--- src/rtl/operand_fetch_pkg.sv ---
// ----------------------------------------------------------------------------
// operand_fetch_pkg
// Shared widths and helpers for the register file and the pipeline stages.
//   REG_AW   : register-address width
//   DATA_W   : register data width
//   ZERO_REG : index of the hard-wired zero register
//   stage_fwd_t : one downstream stage's bypass tuple (valid, gr_we, dest, result)
//   stage_hit() : true when a stage will write the given source register
// ----------------------------------------------------------------------------
package operand_fetch_pkg;

  localparam int REG_AW = 5;
  localparam int DATA_W = 32;
  localparam logic [REG_AW-1:0] ZERO_REG = '0;

  typedef struct packed {
    logic              valid;
    logic              gr_we;
    logic [REG_AW-1:0] dest;
    logic [DATA_W-1:0] result;
  } stage_fwd_t;

  // The zero register is never a bypass target, whatever the stage claims.
  function automatic logic stage_hit(input stage_fwd_t s, input logic [REG_AW-1:0] src);
    return s.valid && s.gr_we && (s.dest == src) && (s.dest != ZERO_REG);
  endfunction

endpackage

--- src/rtl/operand_fetch_bypass_mux.sv ---
// ----------------------------------------------------------------------------
// bypass_mux
// Resolves one source operand.
//   src         : source register index
//   rdata       : register-file read data for src
//   es/ms/ws_fwd: bypass tuples from execute, memory and writeback stages
//   es_is_load  : the execute-stage instruction is a load
//   value       : resolved operand (ES > MS > WS > regfile, zero for r0)
//   es_load_hit : operand depends on a load still in ES (value not yet known)
// ----------------------------------------------------------------------------
module bypass_mux
  import operand_fetch_pkg::*;
(
  input  logic [REG_AW-1:0] src,
  input  logic [DATA_W-1:0] rdata,
  input  stage_fwd_t        es_fwd,
  input  stage_fwd_t        ms_fwd,
  input  stage_fwd_t        ws_fwd,
  input  logic              es_is_load,
  output logic [DATA_W-1:0] value,
  output logic              es_load_hit
);

  logic es_hit;
  logic ms_hit;
  logic ws_hit;

  assign es_hit = stage_hit(es_fwd, src);
  assign ms_hit = stage_hit(ms_fwd, src);
  assign ws_hit = stage_hit(ws_fwd, src);

  assign es_load_hit = es_hit && es_is_load;

  // WS is checked before rdata: the regfile write from WS only becomes
  // visible after the edge, so rdata is stale in the cycle WS matches.
  always_comb begin
    value = rdata;
    if (src == ZERO_REG) begin
      value = '0;
    end else if (es_hit) begin
      value = es_fwd.result;
    end else if (ms_hit) begin
      value = ms_fwd.result;
    end else if (ws_hit) begin
      value = ws_fwd.result;
    end
  end

endmodule

--- src/rtl/operand_fetch.sv ---
// ----------------------------------------------------------------------------
// operand_fetch
// Decode/operand-fetch pipeline stage: latches one instruction from fetch,
// reads the register file, resolves both operands through the ES/MS/WS
// bypass network and hands the result to execute.
//   clk, resetn           : clock, synchronous active-low reset
//   fs_to_ds_valid/ds_allowin, fs_pc/src1/src2/dest/gr_we : upstream side
//   raddr1/2, rdata1/2    : combinational register-file read ports
//   es_*, ms_*, ws_*      : bypass sources
//   es_allowin/ds_to_es_valid, ds_pc/src1_val/src2_val/dest/gr_we : downstream
//   stall_cnt             : saturating count of load-use stall cycles
// ----------------------------------------------------------------------------
module operand_fetch
  import operand_fetch_pkg::*;
(
  input  logic              clk,
  input  logic              resetn,
  input  logic              fs_to_ds_valid,
  output logic              ds_allowin,
  input  logic [DATA_W-1:0] fs_pc,
  input  logic [REG_AW-1:0] fs_src1,
  input  logic [REG_AW-1:0] fs_src2,
  input  logic [REG_AW-1:0] fs_dest,
  input  logic              fs_gr_we,
  output logic [REG_AW-1:0] raddr1,
  output logic [REG_AW-1:0] raddr2,
  input  logic [DATA_W-1:0] rdata1,
  input  logic [DATA_W-1:0] rdata2,
  input  logic              es_valid,
  input  logic              es_gr_we,
  input  logic              es_is_load,
  input  logic [REG_AW-1:0] es_dest,
  input  logic [DATA_W-1:0] es_result,
  input  logic              ms_valid,
  input  logic              ms_gr_we,
  input  logic [REG_AW-1:0] ms_dest,
  input  logic [DATA_W-1:0] ms_result,
  input  logic              ws_valid,
  input  logic              ws_gr_we,
  input  logic [REG_AW-1:0] ws_dest,
  input  logic [DATA_W-1:0] ws_result,
  input  logic              es_allowin,
  output logic              ds_to_es_valid,
  output logic [DATA_W-1:0] ds_pc,
  output logic [DATA_W-1:0] ds_src1_val,
  output logic [DATA_W-1:0] ds_src2_val,
  output logic [REG_AW-1:0] ds_dest,
  output logic              ds_gr_we,
  output logic [DATA_W-1:0] stall_cnt
);

  logic              ds_valid_reg;
  logic [DATA_W-1:0] pc_reg;
  logic [REG_AW-1:0] src1_reg;
  logic [REG_AW-1:0] src2_reg;
  logic [REG_AW-1:0] dest_reg;
  logic              gr_we_reg;
  logic [DATA_W-1:0] stall_cnt_reg;

  logic              ds_ready_go;
  logic              load_use;
  logic              accept;

  stage_fwd_t        es_fwd;
  stage_fwd_t        ms_fwd;
  stage_fwd_t        ws_fwd;

  logic [REG_AW-1:0] src_arr   [2];
  logic [DATA_W-1:0] rdata_arr [2];
  logic [DATA_W-1:0] value_arr [2];
  logic [1:0]        load_hit;

  assign es_fwd = '{valid: es_valid, gr_we: es_gr_we, dest: es_dest, result: es_result};
  assign ms_fwd = '{valid: ms_valid, gr_we: ms_gr_we, dest: ms_dest, result: ms_result};
  assign ws_fwd = '{valid: ws_valid, gr_we: ws_gr_we, dest: ws_dest, result: ws_result};

  assign src_arr[0]   = src1_reg;
  assign src_arr[1]   = src2_reg;
  assign rdata_arr[0] = rdata1;
  assign rdata_arr[1] = rdata2;

  genvar gi;
  generate
    for (gi = 0; gi < 2; gi++) begin : g_operand
      bypass_mux u_bypass_mux (
        .src         (src_arr[gi]),
        .rdata       (rdata_arr[gi]),
        .es_fwd      (es_fwd),
        .ms_fwd      (ms_fwd),
        .ws_fwd      (ws_fwd),
        .es_is_load  (es_is_load),
        .value       (value_arr[gi]),
        .es_load_hit (load_hit[gi])
      );
    end
  endgenerate

  // Load-use: the operand comes from a load whose data is not yet back.
  assign load_use       = ds_valid_reg && (|load_hit);
  assign ds_ready_go    = !load_use;
  assign ds_allowin     = !ds_valid_reg || (ds_ready_go && es_allowin);
  assign ds_to_es_valid = ds_valid_reg && ds_ready_go;
  assign accept         = fs_to_ds_valid && ds_allowin;

  assign raddr1      = src1_reg;
  assign raddr2      = src2_reg;
  assign ds_src1_val = value_arr[0];
  assign ds_src2_val = value_arr[1];
  assign ds_pc       = pc_reg;
  assign ds_dest     = dest_reg;
  assign ds_gr_we    = gr_we_reg;
  assign stall_cnt   = stall_cnt_reg;

  always_ff @(posedge clk) begin
    if (!resetn) begin
      ds_valid_reg <= 1'b0;
    end else if (ds_allowin) begin
      ds_valid_reg <= fs_to_ds_valid;
    end
  end

  always_ff @(posedge clk) begin
    if (!resetn) begin
      pc_reg    <= '0;
      src1_reg  <= '0;
      src2_reg  <= '0;
      dest_reg  <= '0;
      gr_we_reg <= 1'b0;
    end else if (accept) begin
      pc_reg    <= fs_pc;
      src1_reg  <= fs_src1;
      src2_reg  <= fs_src2;
      dest_reg  <= fs_dest;
      gr_we_reg <= fs_gr_we;
    end
  end

  always_ff @(posedge clk) begin
    if (!resetn) begin
      stall_cnt_reg <= '0;
    end else if (load_use && (stall_cnt_reg != '1)) begin
      stall_cnt_reg <= stall_cnt_reg + 32'd1;
    end
  end

endmodule

--- config.mk ---
export PLATFORM = sky130hd
export DESIGN_NAME = operand_fetch
export DESIGN_NICKNAME = d
export VERILOG_FILES = /design/src/rtl/operand_fetch_pkg.sv /design/src/rtl/operand_fetch_bypass_mux.sv /design/src/rtl/operand_fetch.sv
export SDC_FILE = /design/constraint.sdc
export NUM_CORES = 1
export LEC_CHECK = 0
export ABC_AREA = 1
export BUFFER_PORTS_ARGS = -buffer_cell sky130_fd_sc_hd__buf_2
export CORE_UTILIZATION = 35
export CTS_CLUSTER_SIZE = 14
export DETAILED_ROUTE_END_ITERATION = 8
export HOLD_SLACK_MARGIN = 0.05
export REMOVE_ABC_BUFFERS = 1
export SLEW_MARGIN = 25
export SYNTH_ARGS = -nofsm -noshare
export SYNTH_HDL_FRONTEND = slang
export SYNTH_SLANG_ARGS = --single-unit
--- constraint.sdc ---
create_clock -name clk -period 5.51 [get_ports clk]
set_input_delay 1.3775 -clock clk [delete_from_list [all_inputs] [get_ports clk]]
set_output_delay 1.3775 -clock clk [all_outputs]
set_load 0.05 [all_outputs]
# Word level (Yosys, flattened, before mapping)
# Cells that the tools add are included.
[classes] add_sub_neg=1 n_eq_ne=7 n_mux=8 n_reduce_logical=31
[op_table] cell="two-way mux 32 bit" n=8
[op_table] cell="adder 32 x 1 -> 32 bit, second input constant" n=1
[op_table] cell="!= test 32 bit, second input constant" n=1
[op_table] cell="equality test 5 bit" n=6
[op_table] cell="logical AND 1 bit" n=22
[op_table] cell="nonzero test 5 bit" n=3
[op_table] cell="zero test 5 bit" n=2
[op_table] cell="zero test 1 bit" n=2
[op_table] cell="OR reduction 2 bit" n=1
[op_table] cell="logical OR 1 bit" n=1
[word_totals] register_bits=81

# Logic depth before layout (Yosys ltp)
# Gate-level depths: netlist (run 1).
[depth] ltp_word=10 mapped_depth=14 ltp_nobuf=12

# Modules after synthesis
# From an unflattened synthesis (run 1), not the netlist that was laid out.
[unflattened] cells_unflattened=1528 area_unflattened_um2=7791.2
[modules_own_cells] module="bypass_mux" n_inst=2 cells_each=491 area_per_inst_um2=2089.5 seq_area_each_um2=0.0
[modules_own_cells] module="operand_fetch" n_inst=1 cells_each=546 area_per_inst_um2=3612.2 seq_area_each_um2=1621.6

# Worst setup path before layout (run 1)
# No wires, ideal clock.
[synth_path] path_type="in2out" start="input ms_dest[0]" end="output ds_src2_val[23]" arrival_time_ps=3056 t_required_ps=4133 path_slack_ps=1077 cell_stages=9 n_path_buf=1 path_cell_list="nor2_1 nand2_1 nor3_1 nor2_1 nand2_1 clkbuf_1 or2_2 nand2_1 a21oi_1"
[synth_between] elab_chain_len=6 word_cells_on_any_way=7 cone_classes="eq/ne (1); mux (3); reduce/logical (3)"
[synth_rtl] element="start: declaration" line_no="operand_fetch.sv:36" text="input logic [REG_AW-1:0] ms_dest,"
[synth_rtl] element="equality test 5 bit" line_no="operand_fetch_pkg.sv:25" text="return s.valid && s.gr_we && (s.dest == src) && (s.dest != ZERO_REG);"
[synth_rtl] element="logical AND 1 bit" line_no="operand_fetch_pkg.sv:25"
[synth_rtl] element="logical AND 1 bit (*)" line_no="operand_fetch_pkg.sv:25"
[synth_rtl] element="two-way mux 32 bit (*)" line_no="operand_fetch_bypass_mux.sv:42" text="end else if (ms_hit) begin"
[synth_rtl] element="two-way mux 32 bit (*)" line_no="operand_fetch_bypass_mux.sv:40" text="end else if (es_hit) begin"
[synth_rtl] element="two-way mux 32 bit (*)" line_no="operand_fetch_bypass_mux.sv:38" text="if (src == ZERO_REG) begin"
[synth_rtl] element="end: declaration" line_no="operand_fetch.sv:46" text="output logic [DATA_W-1:0] ds_src2_val,"
# Every way passes the cells marked *; elsewhere a longest branch is shown, timed or not.

# Worst setup path in the final report (run 1)
[layout_path] start="input es_dest[4]" end="output ds_src2_val[23]"
[layout_between] elab_chain_len=5 word_cells_on_any_way=6 cone_classes="eq/ne (1); mux (2); reduce/logical (3)"
[layout_rtl] element="start: declaration" line_no="operand_fetch.sv:32" text="input logic [REG_AW-1:0] es_dest,"
[layout_rtl] element="equality test 5 bit" line_no="operand_fetch_pkg.sv:25"
[layout_rtl] element="logical AND 1 bit" line_no="operand_fetch_pkg.sv:25"
[layout_rtl] element="logical AND 1 bit (*)" line_no="operand_fetch_pkg.sv:25"
[layout_rtl] element="two-way mux 32 bit (*)" line_no="operand_fetch_bypass_mux.sv:40"
[layout_rtl] element="two-way mux 32 bit (*)" line_no="operand_fetch_bypass_mux.sv:38"
# Marked as above.

==> results of run 1 <==
## logic make-up after synthesis
logic type      share of synthesized area, %
compound gates                          12.5
buf+inv                                 14.5
flops                                   21.5
simple gates                            48.0
fa+ha+maj                              0.166
xor+xnor                                3.25
## how the worst max path moves through the flow
stage                     slack [ps]        from  cells after the start               to
final                            890  es_dest[4]                     10  ds_src2_val[23]
after floorplan                  -30    ws_valid                     10   ds_src1_val[0]
after global routing             720    ms_valid                     12  ds_src1_val[19]
after detailed placement         920  es_dest[4]                     10  ds_src2_val[23]
after CTS                        920  es_dest[4]                     10  ds_src2_val[23]
after global placement           940  es_dest[4]                     10  ds_src2_val[20]
## cell type report
| cell class | count | area (µm²) | share of cell area (%) |
|---|---|---|---|
| multi-input combinational | 1020 | 4840 | 49.1 |
| tap | 275 | 344 | 3.49 |
| antenna | 7 | 17.5 | 0.178 |
| clock inverter | 7 | 93.8 | 0.952 |
| timing repair buffer | 396 | 2050 | 20.8 |
| inverter | 178 | 668 | 6.78 |
| sequential | 81 | 1620 | 16.4 |
| clock buffer | 9 | 225 | 2.28 |
## critical path: stages
cell and delay, ps:
buf_2 120, inv_1 60, nand3_1 80, nor2_1 150
nor2_1 90, nand2_2 520, buf_12 260, o21ai_0 100
a21oi_1 190, buf_2 300
## synth_stat cells, types with 7 or more instances
| library cell | instances |
|---|---|
| a21oi_1 | 117 |
| buf_1 | 7 |
| buf_2 | 34 |
| clkbuf_1 | 44 |
| dfxtp_1 | 81 |
| inv_1 | 167 |
| inv_2 | 9 |
| nand2_1 | 377 |
| nand3_1 | 191 |
| nand3b_1 | 41 |
| nand4_1 | 34 |
| nor2_1 | 112 |
| o21ai_0 | 66 |
| or2_2 | 32 |
| xnor2_1 | 16 |
| xor2_1 | 12 |
## stage by stage
step / cell area (µm²) / instances / power, W
global placement: 9520 / 1950 / 0.00148
floorplan: 7110 / 1279 / 0.00120
finish: 9860 / 1973 / 0.00212
global route: 9850 / 1971 / 0.00222
detailed placement: 9520 / 1950 / 0.00148
CTS: 9840 / 1966 / 0.00213
## where the power goes
part           switching, W  internal [W]  total, W
Combinational      0.000597      0.000231  0.000828
Sequential        0.0000279      0.000614  0.000641
Clock              0.000252      0.000397  0.000648
Total              0.000877       0.00124   0.00212
## routing by layer
layer	vias to the layer above	share of wire (%)	global-route usage, %
li1	5003	-	-
met1	4367	41	31.6
met2	407	47	43.9
met3	56	8.8	5.49
met4	2	3.1	12.5
met5	-	0.033	0
==> results.toml, run 1 <==
[place]
port_buffers = 379
place.gp.congestion = 0.943
pre_cts_ws_ps = 920
dpl.hpwl_um = 21900

[finish]
final_util_pct = 46.8
layout_commonest_cell = "buf_2"
drive_above_1_share_pct = 27.7
nFillCells = 2381
syn_to_final_growth_pct = 30.9
fin_nets = 1921
final_cell_mix = "buf_2 (378), nand2_1 (374), nand3_1 (190), inv_1 (166), a21oi_1 (117)"

[detailed_routing]
post_drt_wl_per_cell_um = 15.2
wl_um = 29900
postRouteAntennaNets = 0
firstDrtPassIters = 5
drt-initial-drc-count = 597
vias = 9835
drcViolationCount = 0
via_per_inst = 4.98

[grt]
antenna_found_initial = 9
grt-ovfl-total = 0
grt.total_usage_pct = 26.1
grt_pass1_wl_um = 46100
grt_pass1_vias = 8897
grt_max_degree = 98

[setup_path]
critPathKind = "input port to output port"
r2r-start = "raddr2[3]"
crit_path_end_kind = "output port"
critical_path.max_fanout = 35
required_ps = 4130
start_kind = "input port"
r2r-end = "stall_cnt[16]"
reg2reg_depth = 12
r2r_slack_ps = 2780
cp.arrival_ps = 3240

[yosys]
synth_area_leaders = "dfxtp_1 (22%), nand2_1 (19%), nand3_1 (13%), inv_1 (8.3%), a21oi_1 (7.8%)"
synthArstFlopShare_pct = 0
synth_cell_types = 28
synth-edff-count = 0
synth.avg_cell_area_um2 = 5.50
synth-main-ff-cell = "dfxtp_1"
synth_top_cell_by_area = "dfxtp_1"
synth-seq-area-share_pct = 21.5
ys.warnings.count = 0
syn_inst = 1371
synth.top_cell.area_share_pct = 21.5
syn_area_mm2 = 0.00753
ys_ff_latch = 81

[die]
die-area_mm2 = 0.0221
ios = 380
die_width_um = 149
num_rows = 53
coreArea_mm2 = 0.0211
die_y_um = 149
floorplan.initialDensity_pct = 35.7

[sta]
maxSlewViolCount = 0
finalCritPeriodShare_pct = 83.9
grt_setup_unrepaired = "no"
holdWs_ps = 474
fin_setup_tns_ps = 0
clock.fmax_ghz = 0.216
period_needed_ps = 4620
worst_clock_skew_ps = 7.27
tightest_slew_ps = 936
fin_ws_ps = 889
slew_headroom_pct = 37.6
final_hold_viol_count = 0
setup_violations = 0

[clocking]
cts_buffer_depth = 2
clock-sinks = 81
clkTransAtPathRegs_ps = 70
cts_resized = 0
htreeDepth = 3
cts_root_buffer = "clkbuf_16"
cts_tree = "yes"
cts_made_buffers = 9
postCtsSetupBuffers = 0
ctsHoldBuffers = 0
clk_latency_ps = 340

[min_path]
min_from = "ds_dest[3]"
min_to = "ds_dest[3]"
hp-class = "flop to flop"
hold_depth = 2

[power_and_ir_drop]
p_per_area_mw_per_mm2 = 215
p_leak_nw = 5.41
vdd.ir_drop.worst_uv = 177

[outcome]
outcome = "finished clean"

[job]
max_cap_viol_count = 0
Note: power is estimated with default switching activity, not from simulation.
==> inputs of run 2 (changes only) <==
- ABC_AREA: 1 -> 0
- CORE_AREA: not set -> 2 2 147 149
- CORE_UTILIZATION: 35 -> not set
- DIE_AREA: not set -> 0 0 149 151
- clock period: 5.51 -> 4.55 ns (I/O delays scaled with it)
==> results.toml, run 2 <==
[outcome]
outcome = "finished clean"

[yosys]
syn_area_mm2 = 0.00569
synth-seq-area-share_pct = 28.5
ys.warnings.count = 0
synth-main-ff-cell = "dfxtp_1"
synth_cell_types = 41
synth_area_leaders = "dfxtp_1 (29%), mux2i_1 (12%), nand2_1 (8.8%), o21ai_0 (6.2%), nand3_1 (5.8%)"
synth.top_cells.by_count = "nand2_1 (133), dfxtp_1 (81), o21ai_0 (71)"
synthArstFlopShare_pct = 0
synth.avg_cell_area_um2 = 7.40
syn_inst = 769
synth_most_common_cell = "nand2_1"
synth_top_cell_by_area = "dfxtp_1"
ys_ff_latch = 81
synth.top_cell.area_share_pct = 28.5
synth-edff-count = 0

[detailed_routing]
drcViolationCount = 0
via_per_inst = 5.06
vias = 7106
post_drt_wl_per_cell_um = 17.3
drt-initial-drc-count = 225
postRouteAntennaNets = 0
wl_um = 24200
firstDrtPassIters = 5

[clocking]
ctsHoldBuffers = 0
cts_made_buffers = 9
postCtsSetupBuffers = 0
clk_latency_ps = 330
cts_tree = "yes"
clkTransAtPathRegs_ps = 60
htreeDepth = 3
clock-sinks = 81
cts_resized = 0
cts_buffer_depth = 2
cts_root_buffer = "clkbuf_16"

[grt]
grt_max_degree = 104
grt.total_usage_pct = 20.4
antenna_found_initial = 8
grt-ovfl-total = 0
grt_pass1_vias = 6595
grt_pass1_wl_um = 35700

[sta]
finalCritPeriodShare_pct = 96.8
setup_violations = 0
maxSlewViolCount = 0
holdWs_ps = 452
tightest_slew_ps = 984
fin_setup_tns_ps = 0
worst_clock_skew_ps = 8.45
clock.fmax_ghz = 0.227
slew_headroom_pct = 34.4
period_needed_ps = 4400
final_hold_viol_count = 0
grt_setup_unrepaired = "no"

[finish]
nFillCells = 2200
final_cell_mix = "buf_2 (377), nand2_1 (133), dfxtp_1 (81), o21ai_0 (71), mux2i_1 (66)"
layout_commonest_cell = "buf_2"
fin_nets = 1354
drive_above_1_share_pct = 38.2
syn_to_final_growth_pct = 45.6

[setup_path]
critPathKind = "input port to output port"
cp.arrival_ps = 3260
critical_path.max_fanout = 25
start_kind = "input port"
crit_path_end_kind = "output port"
required_ps = 3410

[power_and_ir_drop]
p_leak_nw = 4.22
power_w = 0.00234
p_per_area_mw_per_mm2 = 283
vdd.ir_drop.worst_uv = 206

[die]
ios = 380
die_width_um = 149
floorplan.initialDensity_pct = 27.3
coreArea_mm2 = 0.0208
num_rows = 53
die-area_mm2 = 0.0225
die_y_um = 151

[place]
place.gp.congestion = 0.872
dpl.hpwl_um = 18800
port_buffers = 379

[job]
max_cap_viol_count = 0

[min_path]
hp-class = "flop to flop"
run 2: cell count changes in the layout (fill, tap and decap cells not counted), moves of 13 or more:
cell / previous run / this run
nand3_1: 190 / 65
nand3b_1: 41 / 0
o21ai_1: 0 / 15
or2_2: 32 / 2
xnor2_1: 16 / 29
nand4_1: 34 / 12
a21oi_1: 117 / 8
a22o_1: 0 / 32
inv_1: 166 / 40
o221ai_1: 0 / 32
nand2_1: 374 / 133
mux2i_1: 0 / 66
nor2_1: 110 / 36
run 2: power breakdown:
group	internal [W]	switching [W]	leakage (nW)
clock network	0.000442	0.000288	0.143
logic	0.000259	0.000595	3.41
registers	0.000737	0.0000222	0.661
run 2: cell type report:
class,instances,area (µm²),share of cell area (%)
Tap cell,275,344,4.15
Inverter,40,150,1.81
Multi-Input combinational cell,585,3680,44.5
Antenna cell,4,10.0,0.121
Timing Repair Buffer,402,2170,26.3
Clock inverter,4,51.3,0.619
Clock buffer,12,246,2.98
Sequential cell,81,1620,19.6
run 2: stage by stage:
step / area (µm²) / utilization, % / worst slack, ps / instances
global placement: 7980 / 38.3 / 180 / 1383
floorplan: 5420 / - / -1070 / 706
CTS: 8270 / 39.7 / 145 / 1399
finish: 8280 / 39.8 / 148 / 1403
detailed placement: 7980 / 38.3 / 145 / 1383
global route: 8280 / 39.8 / 16.7 / 1401
run 2: routing by layer:
metal,global-route usage [%],vias to the layer above,wire (µm)
li1,-,3438,-
met1,23.5,3287,9320
met2,37.3,336,12200
met3,4.13,45,1940
met4,7.19,0,742
met5,0,-,0
run 2: final timing paths:
| check | start | to | slack, ps | depth (start not counted) |
|---|---|---|---|---|
| min | ds_pc[31] | ds_pc[31] | 450 | 2 |
| max | ws_dest[1] | ds_src2_val[12] | 150 | 10 |
| min reg2reg | ds_pc[31] | ds_pc[31] | 450 | 2 |
| max reg2reg | stall_cnt[13] | stall_cnt[9] | 2050 | 7 |
run 2: cells by family (layout without fill, tap and decap cells):
group                      Yosys count  in the layout  share of synthesized area [%]
DFF                                 81             81                           28.5
adders and majority gates            1              1                          0.220
xor gates and xnor gates            51             51                           7.85
other                                0              4                              0
muxes                               66             66                           11.6
buffers and inverters              103            458                           7.44
AOI/OAI and AO/OA                  168            168                           19.8
and+or+nand+nor                    299            299                           24.6
run 2: critical path, cell delays in order:
cell     delay, ps
buf_2          120
xnor2_1        140
nand3_1         90
or4_2          680
buf_12         210
buf_4          170
mux2i_1        110
o21ai_0        170
a22o_1         160
buf_2          260
